`src/rtl/spi_slave_pkg.sv`:
```
// rtl/spi_slave_pkg.sv - shared word width, edge-type enum and edge classifier
// Contents: SPI_WORD_W (default word width), edge_t, edge_classify()
package spi_slave_pkg;

   localparam int SPI_WORD_W = 8;

   typedef enum logic [1:0] {
      EDGE_NONE = 2'd0,
      EDGE_RISE = 2'd1,
      EDGE_FALL = 2'd2
   } edge_t;

   function automatic edge_t edge_classify(input logic i_cur, input logic i_prev);
      edge_t v_edge;
      v_edge = EDGE_NONE;
      case ({i_cur, i_prev})
         2'b10:   v_edge = EDGE_RISE;
         2'b01:   v_edge = EDGE_FALL;
         default: v_edge = EDGE_NONE;
      endcase
      return v_edge;
   endfunction

endpackage

```
`src/rtl/spi_edge_det.sv`:
```
// rtl/spi_edge_det.sv - optional 2-flop synchroniser plus rise/fall detector
// Macro: SPI_SLAVE_SYNC_EN adds the 2-flop synchroniser ahead of the detector.
// Ports:
//   i_clk    system clock
//   i_rst    asynchronous active-low reset
//   i_sig    asynchronous input signal
//   o_level  sampled level seen by the detector
//   o_rise   level went 0->1 since the previous clk
//   o_fall   level went 1->0 since the previous clk
module spi_edge_det
   import spi_slave_pkg::*;
#(
   parameter logic RST_VAL = 1'b0
) (
   input  logic i_clk,
   input  logic i_rst,
   input  logic i_sig,
   output logic o_level,
   output logic o_rise,
   output logic o_fall
);

   logic  w_level;
   logic  r_prev;
   edge_t w_edge;

`ifdef SPI_SLAVE_SYNC_EN
   logic [1:0] r_sync;

   always_ff @(posedge i_clk or negedge i_rst) begin
      if (!i_rst) begin
         r_sync <= {2{RST_VAL}};
      end else begin
         r_sync <= {r_sync[0], i_sig};
      end
   end

   assign w_level = r_sync[1];
`else
   assign w_level = i_sig;
`endif

   always_ff @(posedge i_clk or negedge i_rst) begin
      if (!i_rst) begin
         r_prev <= RST_VAL;
      end else begin
         r_prev <= w_level;
      end
   end

   assign w_edge  = edge_classify(w_level, r_prev);
   assign o_level = w_level;
   assign o_rise  = (w_edge == EDGE_RISE);
   assign o_fall  = (w_edge == EDGE_FALL);

endmodule

```
`src/rtl/spi_slave.sv`:
```
// rtl/spi_slave.sv - SPI mode-0 word receiver with echo of the previous word on miso
// Macro: SPI_SLAVE_SYNC_EN adds 2-flop synchronisers on sclk, ss and mosi.
// Ports:
//   i_clk    system clock
//   i_rst    asynchronous active-low reset
//   i_sclk   SPI clock (CPOL=0), async
//   i_ss     slave select, active low, async
//   i_mosi   master-out data, sampled on sclk rise
//   o_miso   slave-out data, updated on sclk fall, 0 while ss high
//   o_data   last completed word
//   o_valid  1-cycle strobe, o_data updated
//   o_sot    1-cycle strobe with the first valid of a transaction
//   o_eot    1-cycle strobe after ss rises
module spi_slave
   import spi_slave_pkg::*;
#(
   parameter int WIDTH = SPI_WORD_W
) (
   input  logic             i_clk,
   input  logic             i_rst,
   input  logic             i_sclk,
   input  logic             i_ss,
   input  logic             i_mosi,
   output logic             o_miso,
   output logic [WIDTH-1:0] o_data,
   output logic             o_valid,
   output logic             o_sot,
   output logic             o_eot
);

   localparam int             CW   = $clog2(WIDTH);
   localparam logic [CW-1:0]  LAST = CW'(WIDTH - 1);

   logic             w_sclk_lvl, w_sclk_rise, w_sclk_fall;
   logic             w_ss_lvl, w_ss_rise, w_ss_fall;
   logic             w_mosi;
   logic             w_active;
   logic [WIDTH-1:0] w_word;

   logic [CW-1:0]    r_cnt;
   logic [WIDTH-1:0] r_shift;
   logic [WIDTH-1:0] r_tx;
   logic [WIDTH-1:0] r_data;
   logic             r_first;
   logic             r_armed;
   logic             r_valid, r_sot, r_eot, r_miso;

   spi_edge_det #(.RST_VAL(1'b0)) u_sclk_det (
      .i_clk   (i_clk),
      .i_rst   (i_rst),
      .i_sig   (i_sclk),
      .o_level (w_sclk_lvl),
      .o_rise  (w_sclk_rise),
      .o_fall  (w_sclk_fall)
   );

   spi_edge_det #(.RST_VAL(1'b1)) u_ss_det (
      .i_clk   (i_clk),
      .i_rst   (i_rst),
      .i_sig   (i_ss),
      .o_level (w_ss_lvl),
      .o_rise  (w_ss_rise),
      .o_fall  (w_ss_fall)
   );

`ifdef SPI_SLAVE_SYNC_EN
   // Same depth as the sclk/ss synchronisers so mosi stays aligned with sclk.
   logic [1:0] r_mosi_sync;

   always_ff @(posedge i_clk or negedge i_rst) begin
      if (!i_rst) begin
         r_mosi_sync <= 2'b00;
      end else begin
         r_mosi_sync <= {r_mosi_sync[0], i_mosi};
      end
   end

   assign w_mosi = r_mosi_sync[1];
`else
   assign w_mosi = i_mosi;
`endif

   // ss_rise still counts as selected so a final bit landing with ss release completes.
   assign w_active = r_armed & (~w_ss_lvl | w_ss_rise);
   assign w_word   = {r_shift[WIDTH-2:0], w_mosi};

   always_ff @(posedge i_clk or negedge i_rst) begin
      if (!i_rst) begin
         r_cnt   <= '0;
         r_shift <= '0;
         r_tx    <= '0;
         r_data  <= '0;
         r_first <= 1'b0;
         r_armed <= 1'b0;
         r_valid <= 1'b0;
         r_sot   <= 1'b0;
         r_eot   <= 1'b0;
         r_miso  <= 1'b0;
      end else begin
         r_valid <= 1'b0;
         r_sot   <= 1'b0;
         r_eot   <= w_ss_rise & r_armed;

         // The ss/sclk history registers come out of reset with assumed values, so a
         // transaction is only trusted once the bus has actually been seen idle.
         if (w_ss_lvl && !w_sclk_lvl) begin
            r_armed <= 1'b1;
         end

         if (r_armed && w_ss_fall) begin
            r_cnt   <= '0;
            r_first <= 1'b1;
         end else if (w_sclk_rise && w_active) begin
            r_shift <= w_word;
            if (r_cnt == LAST) begin
               r_data  <= w_word;
               r_tx    <= w_word;
               r_valid <= 1'b1;
               r_sot   <= r_first;
               r_first <= 1'b0;
               r_cnt   <= '0;
            end else begin
               r_cnt   <= w_ss_rise ? '0 : r_cnt + 1'b1;
            end
         end else if (w_ss_rise) begin
            r_cnt <= '0;
         end

         if (w_ss_lvl) begin
            r_miso <= 1'b0;
         end else if (w_sclk_fall && r_armed) begin
            r_miso <= r_tx[LAST - r_cnt];
         end
      end
   end

   assign o_miso  = r_miso;
   assign o_data  = r_data;
   assign o_valid = r_valid;
   assign o_sot   = r_sot;
   assign o_eot   = r_eot;

endmodule

```
`config.mk`:
```
export PLATFORM = sky130hd
export DESIGN_NAME = spi_slave
export DESIGN_NICKNAME = d
export VERILOG_FILES = /design/src/rtl/spi_slave_pkg.sv /design/src/rtl/spi_edge_det.sv /design/src/rtl/spi_slave.sv
export SDC_FILE = /design/constraint.sdc
export NUM_CORES = 1
export LEC_CHECK = 0
export CAP_MARGIN = 0
export CORE_UTILIZATION = 55
export CTS_CLUSTER_SIZE = 16
export DETAILED_ROUTE_END_ITERATION = 8
export MAX_ROUTING_LAYER = met4
export PLACE_DENSITY_LB_ADDON = 0.2
export SYNTH_ARGS = -nofsm -noshare
export SYNTH_HDL_FRONTEND = slang
export SYNTH_SLANG_ARGS = --single-unit
```
`constraint.sdc`:
```
create_clock -name i_clk -period 4 [get_ports i_clk]
set_clock_uncertainty 0.15 [all_clocks]
set_input_delay 0.8 -clock i_clk [delete_from_list [all_inputs] [get_ports i_clk]]
set_output_delay 0.8 -clock i_clk [all_outputs]
set_load 0.01 [all_outputs]
```
==> results.md <==
* Vias in the first global route at around 600
* Final instance area at around 1300 µm²
* Vias/cell at between 5 and 6
* Setup TNS at 0 ps
* Antenna violations before repair at 0
* Drt drc at 0
* Syn. warnings at 0
* Commonest cells after routing, fill and taps aside: dfrtp_1, clkdlybuf4s50_1, mux2_4, mux2_2, inv_1
* Hpwl dp at around 1400 µm
* Layout cells sized above 1 at 0.242
* Pwr Total at a little under 500 µW
* Seq/Total Area, Yosys at 0.578
* Clock Tree Buf Depth at 2
* Clock buffer count from CTS at 3
* Setup violators final at 0
* CTS tree: built
* Compound-Gate Fraction of Synth Area at 0.0565
* Worst Setup End Kind: flip-flop
* Rel. slew slack at 0.251
* Cells after Synth at 77
* Placed cell areas at about 1300 µm²
* Remaining global-route overflow at 0
* Global placement routability congestion at 0.700
* Diode count at 0
* Max Transition Viols Final at 0
* Row Count at 16
* Hold Crit Depth at 1
* Fmax at ~0.43 GHz
* CTS H-Tree Depth at 1
* Multiplexer share of the synthesized area at 0.214
* Tmin final at ~2300 ps
* Post-synthesis net count at 84
* Area Overhead vs Synth at 18.2%
* Synth Area in Adders at 0.0222
* Fin Hold WS at around 370 ps
* # clock sinks at 26
* WL final at approximately 1900 µm
* Largest net degree at the start of global routing at 27
* R2R Path End: o_data[2]$_DFFE_PN0P_
* Worst-margin pin slew at approximately 1100 ps
* Reg-to-Reg Start: u_sclk_det.r_prev$_DFF_PN0_
* Hold WC Path Type: reg2reg
* Startpoint class of the critical path: input pin
* Buffers on Ports at 16
* First drt pass iteration count at 4
* Core area at slightly below 2000 µm²
* Count of state elements after synthesis at 26
* CP Class: in2reg
* Required @ worst endpoint at around 4100 ps
* FILL cells at 153
* Main combinational cell family by area after synthesis: multiplexers
* Simple-Gate Fraction of Synth Area at 0.0909
* CTS root buf: clkbuf_4
* Avg WL per Cell at about 15 µm
* RSZ-0062 raised after global routing: false
* Synthesized area per cell at roughly 15 µm²
* Initial Util at 0.581
* Static leakage at 0.000600 µW
* Area of the multi-input gates at roughly 430 µm²
* Final Hold Viols at 0
* CTS Hold Bufs at 0
* PD cells at about 370 nW/µm²
* DRT iter0 DRCs at 8
* Maxcap violations at 0
* Synth Area in XOR/XNOR at 0
* Die area at 2240 µm²
* IO Count at 17
* Minimum setup slack after placement at 1330 ps
* Min-delay src: r_shift[6]$_DFFE_PN0P_
* Crit path max fanout at 13
* Worst setup margin at 1670 ps
* Status: finished clean
* Die Y-Extent at ~47 µm
* Post-route ant nets at 0
* Hold Path End: o_data[7]$_DFFE_PN0P_
* Clock latency on the worst-skew pair at between 300 and 400 ps
* First-pass GRT wire length at approximately 2800 µm
* Synthesized area at ~1100 µm²
* FF-to-FF setup slack at between 2000 and 2500 ps
* Via count of the routed design at between 600 and 700
* Leading cell type in the layout, fill and taps excluded: dfrtp_1
* Worst vdd ir at between 0.3 and 0.4 mV
* Unique masters post-synth at 27
* Die W at about 47 µm
* Final net count at between 100 and 150
* Clk slew on worst S/H paths at ~120 ps
* GRT Util Overall at 0.192
* Reg2reg path depth at 3
* Final period util at 0.583
* FF/Latch Area at ~650 µm²
* Setup Fix Bufs, Post-CTS at 0
* Critical Path AT at around 2400 ps
* CTS resizes at 0
==> kinds of logic (layout without fill, tap and decap cells) <==
| group | count (synthesis) | count (layout) |
|---|---|---|
| DFF | 26 | 26 |
| muxes | 18 | 18 |
| and+or+nand+nor | 16 | 16 |
| AOI/OAI and AO/OA | 8 | 8 |
| buffers and inverters | 7 | 25 |
| adders and majority gates | 2 | 2 |
==> report_power, final <==
group	switching, µW	leakage, µW	internal, µW	total, µW
sequential	23.6	0.000334	295	318
clock	69.8	0.0000210	55.5	125
combinational	20.0	0.000245	33.2	53.2
==> routing by layer <==
layer  global-route usage  wire [µm]
met5                    -          0
met4               0.0857         13
met3               0.0231         62
met2                0.299        914
met1                0.251        879
==> worst max-delay path by stage <==
stage                 from               endpoint  slack [ps]  cells after the start
floorplan           i_sclk  o_data[0]$_DFFE_PN0P_        2040                      4
global placement    i_sclk  o_data[1]$_DFFE_PN0P_        1380                      4
detailed placement  i_sclk  o_data[2]$_DFFE_PN0P_        1330                      4
CTS                 i_sclk  o_data[2]$_DFFE_PN0P_        1680                      4
global route        i_sclk  o_data[6]$_DFFE_PN0P_        1640                      4
finish              i_sclk  o_data[2]$_DFFE_PN0P_        1670                      4
==> through the flow <==
stage / utilization / std cells
floorplan: - / 77
global placement: 0.668 / 118
detailed placement: 0.668 / 118
CTS: 0.687 / 122
global route: 0.687 / 122
finish: 0.687 / 122
==> synthesized netlist by cell type <==
cell type	number	area [µm²]
dfrtp_1	25	626
mux2_4	8	120
mux2_2	7	78.8
inv_1	5	18.8
nand3_1	3	15.0
nor2_1	3	11.3
o31ai_1	3	22.5
and2_1	2	12.5
ha_1	2	25.0
mux2i_1	2	20.0
a31oi_1	1	6.26
and3_1	1	6.26
and3b_1	1	8.76
and4_4	1	11.3
and4bb_4	1	16.3
buf_12	1	20.0
buf_2	1	5.00
dfstp_2	1	26.3
mux4_2	1	22.5
nand2_1	1	3.75
nand2b_1	1	6.26
nor2b_1	1	6.26
nor3_1	1	5.00
o211a_1	1	10.0
o21ai_0	1	5.00
o221a_1	1	11.3
o221ai_1	1	8.76
==> cell type report <==
type / instances / share of cell area
clock buffer: 4 / 0.0272
sequential: 26 / 0.489
multi-input combinational: 44 / 0.325
timing repair buffer: 16 / 0.120
tap: 27 / 0.0253
inverter: 5 / 0.0141
==> critical path, cell delays in order <==
cell             delay, ps
clkdlybuf4s50_1        530
and4bb_4               370
and4_4                 370
mux2_4                 320
==> sequential cells by signal, indices dropped and copies added (netlist names) <==
signal / count
o_data: 8
o_eot: 1
o_miso: 1
o_sot: 1
o_valid: 1
r_armed: 1
r_cnt: 3
r_first: 1
r_shift: 7
u_sclk_det.r_prev: 1
u_ss_det.r_prev: 1
(Power assumes the default switching activity.)
==> variant (same flow settings) <==
Set the package constant `SPI_WORD_W` to 16 (it was 8).
--- a/src/rtl/spi_slave_pkg.sv
+++ b/src/rtl/spi_slave_pkg.sv
@@ -4,3 +4,3 @@
 
-   localparam int SPI_WORD_W = 8;
+   localparam int SPI_WORD_W = 16;
 
Interface: changed (resized o_data); port bits go from 17 to 25. The function was not compared with the original's and may differ.
==> variant against the original RTL <==
Final area grew 62%. Sequential cell count grew 17. Area after synthesis grew 62%. Sequential power grew 53%. Critical endpoint unchanged. Worst setup slack lost 0.58 ns. Critical path type unchanged. Cell count grew 82%. Routed wire length grew 81%. Via count grew 84%. Total power grew 56%. Global-route usage grew 4.3 points. Non-clock buffer count grew 10.
==> variant: results (changes against the original RTL) <==
outcome=finished, final reports clean; number of setup buffers added after CTS=0 (unchanged); Crit Reg-Reg Startpoint=u_sclk_det.r_prev$_DFF_PN0_; top post-synthesis cells by count=45 x sky130_fd_sc_hd__nand2_1, 42 x sky130_fd_sc_hd__dfrtp_1, 17 x sky130_fd_sc_hd__mux2_2, 4 x sky130_fd_sc_hd__mux4_1, 4 x sky130_fd_sc_hd__nor2_1; Period minus WS final=2.91 ns (+0.581 ns); standard cell with the maximum stage delay on the critical path=sky130_fd_sc_hd__and3_1; met2 routed wirelength=1680 µm (+84%); largest net degree at the start of global routing=44 (+63%); global-route usage over all layers=23.5% (+4.3 points); final std cells w/o fill=222 (+82%); Filler Cells Inserted=234 (+53%); final routed wirelength across all metal layers=3380 µm (+81%); Register-to-Register Setup Slack=1.67 ns (-0.51 ns); syn_area_per_cell=12.1 µm² (-17%); r2r endpoint=o_data[2]$_DFFE_PN0P_; Synth Area in Compound Gates=4.24% (-1.4 points); number of nets at the end of the flow=183 (+78%); met2 Resource Use GR=36.2% (+6.3 points); switching part of the total=24.4% (+1.6 points); Leakage Power=1.08 nW (+80%); post-placement setup slack=0.722 ns (-0.611 ns); arithmetic-cell share of the synthesized area counting full adders, half adders and majority gates=0.684% (-1.5 points); dpl cell area=2090 µm² (+61%); initial drt markers=43 (+35); routability cong.=0.809 (+16%); TritonCTS buffer count=5 (+2); share of final-layout standard cells stronger than drive strength 1=18.0% (-6.2 points); capture endpoint of the worst hold path=r_shift[14]$_DFFE_PN0P_; Detail Placement HPWL=2280 µm (+65%); Worst VDD drop=0.248 mV (-20%); number of buffer cells added on primary ports=24 (+8); synth unique cells=31 (+15%); initial antenna violation count=0 (unchanged); met1 capacity usage during global routing=28.4% (+3.3 points); worst hold margin=0.341 ns (-0.0314 ns); maximum fanout along the worst path=17 (+4); worst hold path stage count=2 (+1); global-route wire length before repair=5820 µm (+110%); placed insts=214 (+81%); wire length on met3=137 µm (+120%); Worst-path clk slew=0.12 ns (about the same); clock latency of the later-clocked register in the worst-skew pair=0.35 ns (+0.04 ns); htree depth=2 (+1); share of the yosys chip area belonging to registers=58.9% (+1.1 points); transition time at the pin with the least slew margin=0.917 ns (-0.203 ns); max reg flops=16 (+8); stage delay of the slowest cell on the critical path=0.66 ns (+0.13 ns); arrival time worst endpoint=2.99 ns (+0.61 ns); Met1 Wirelength=1500 µm (+71%); Antenna Nets Post-Route=0 (unchanged); vias in the first global route=1277 (+110%); number of nets produced by synthesis=157 (+87%); multiplexer share of the synthesized area=18.0% (-3.4 points); leading cell types by total area after synthesis=sky130_fd_sc_hd__dfrtp_1 57%, sky130_fd_sc_hd__mux2_2 10%, sky130_fd_sc_hd__nand2_1 9.2%; growth of design area from synthesis to finish=18.3% (about the same); GR Util met3=7.79% (+5.5 points); worst hold start=r_shift[14]$_DFFE_PN0P_; Vias=1233 (+84%); depth of the most critical reg-to-reg path=5 (+2)
-- variant: changes by cell type in the layout (fill, tap and decap cells not counted), sizes merged, moves of 3 or more --
| cell | delta |
|---|---|
| buf | +3 |
| clkbuf | +3 |
| clkdlybuf4s50 | +7 |
| dfrtp | +17 |
| mux4 | +4 |
| nand2 | +44 |
| o31ai | -3 |
-- variant: layout make-up --
class                   count  share of cell area (%)
inverters                   3                   0.520
flip-flops and latches     43                    49.8
clock inverters             1                   0.347
multi-input cells          98                    32.3
well taps                  44                    2.54
clock buffers               7                    3.01
repair buffers             26                    11.6
-- variant: power by group through the flow --
stage,clock network (mW),registers (mW),logic [mW]
2_1_floorplan,0,0.486,0.0338
3_3_place_gp,0,0.492,0.0508
3_5_place_dp,0,0.493,0.0535
4_1_cts,0.245,0.485,0.0542
5_1_grt,0.264,0.489,0.0626
6_report,0.238,0.485,0.0526
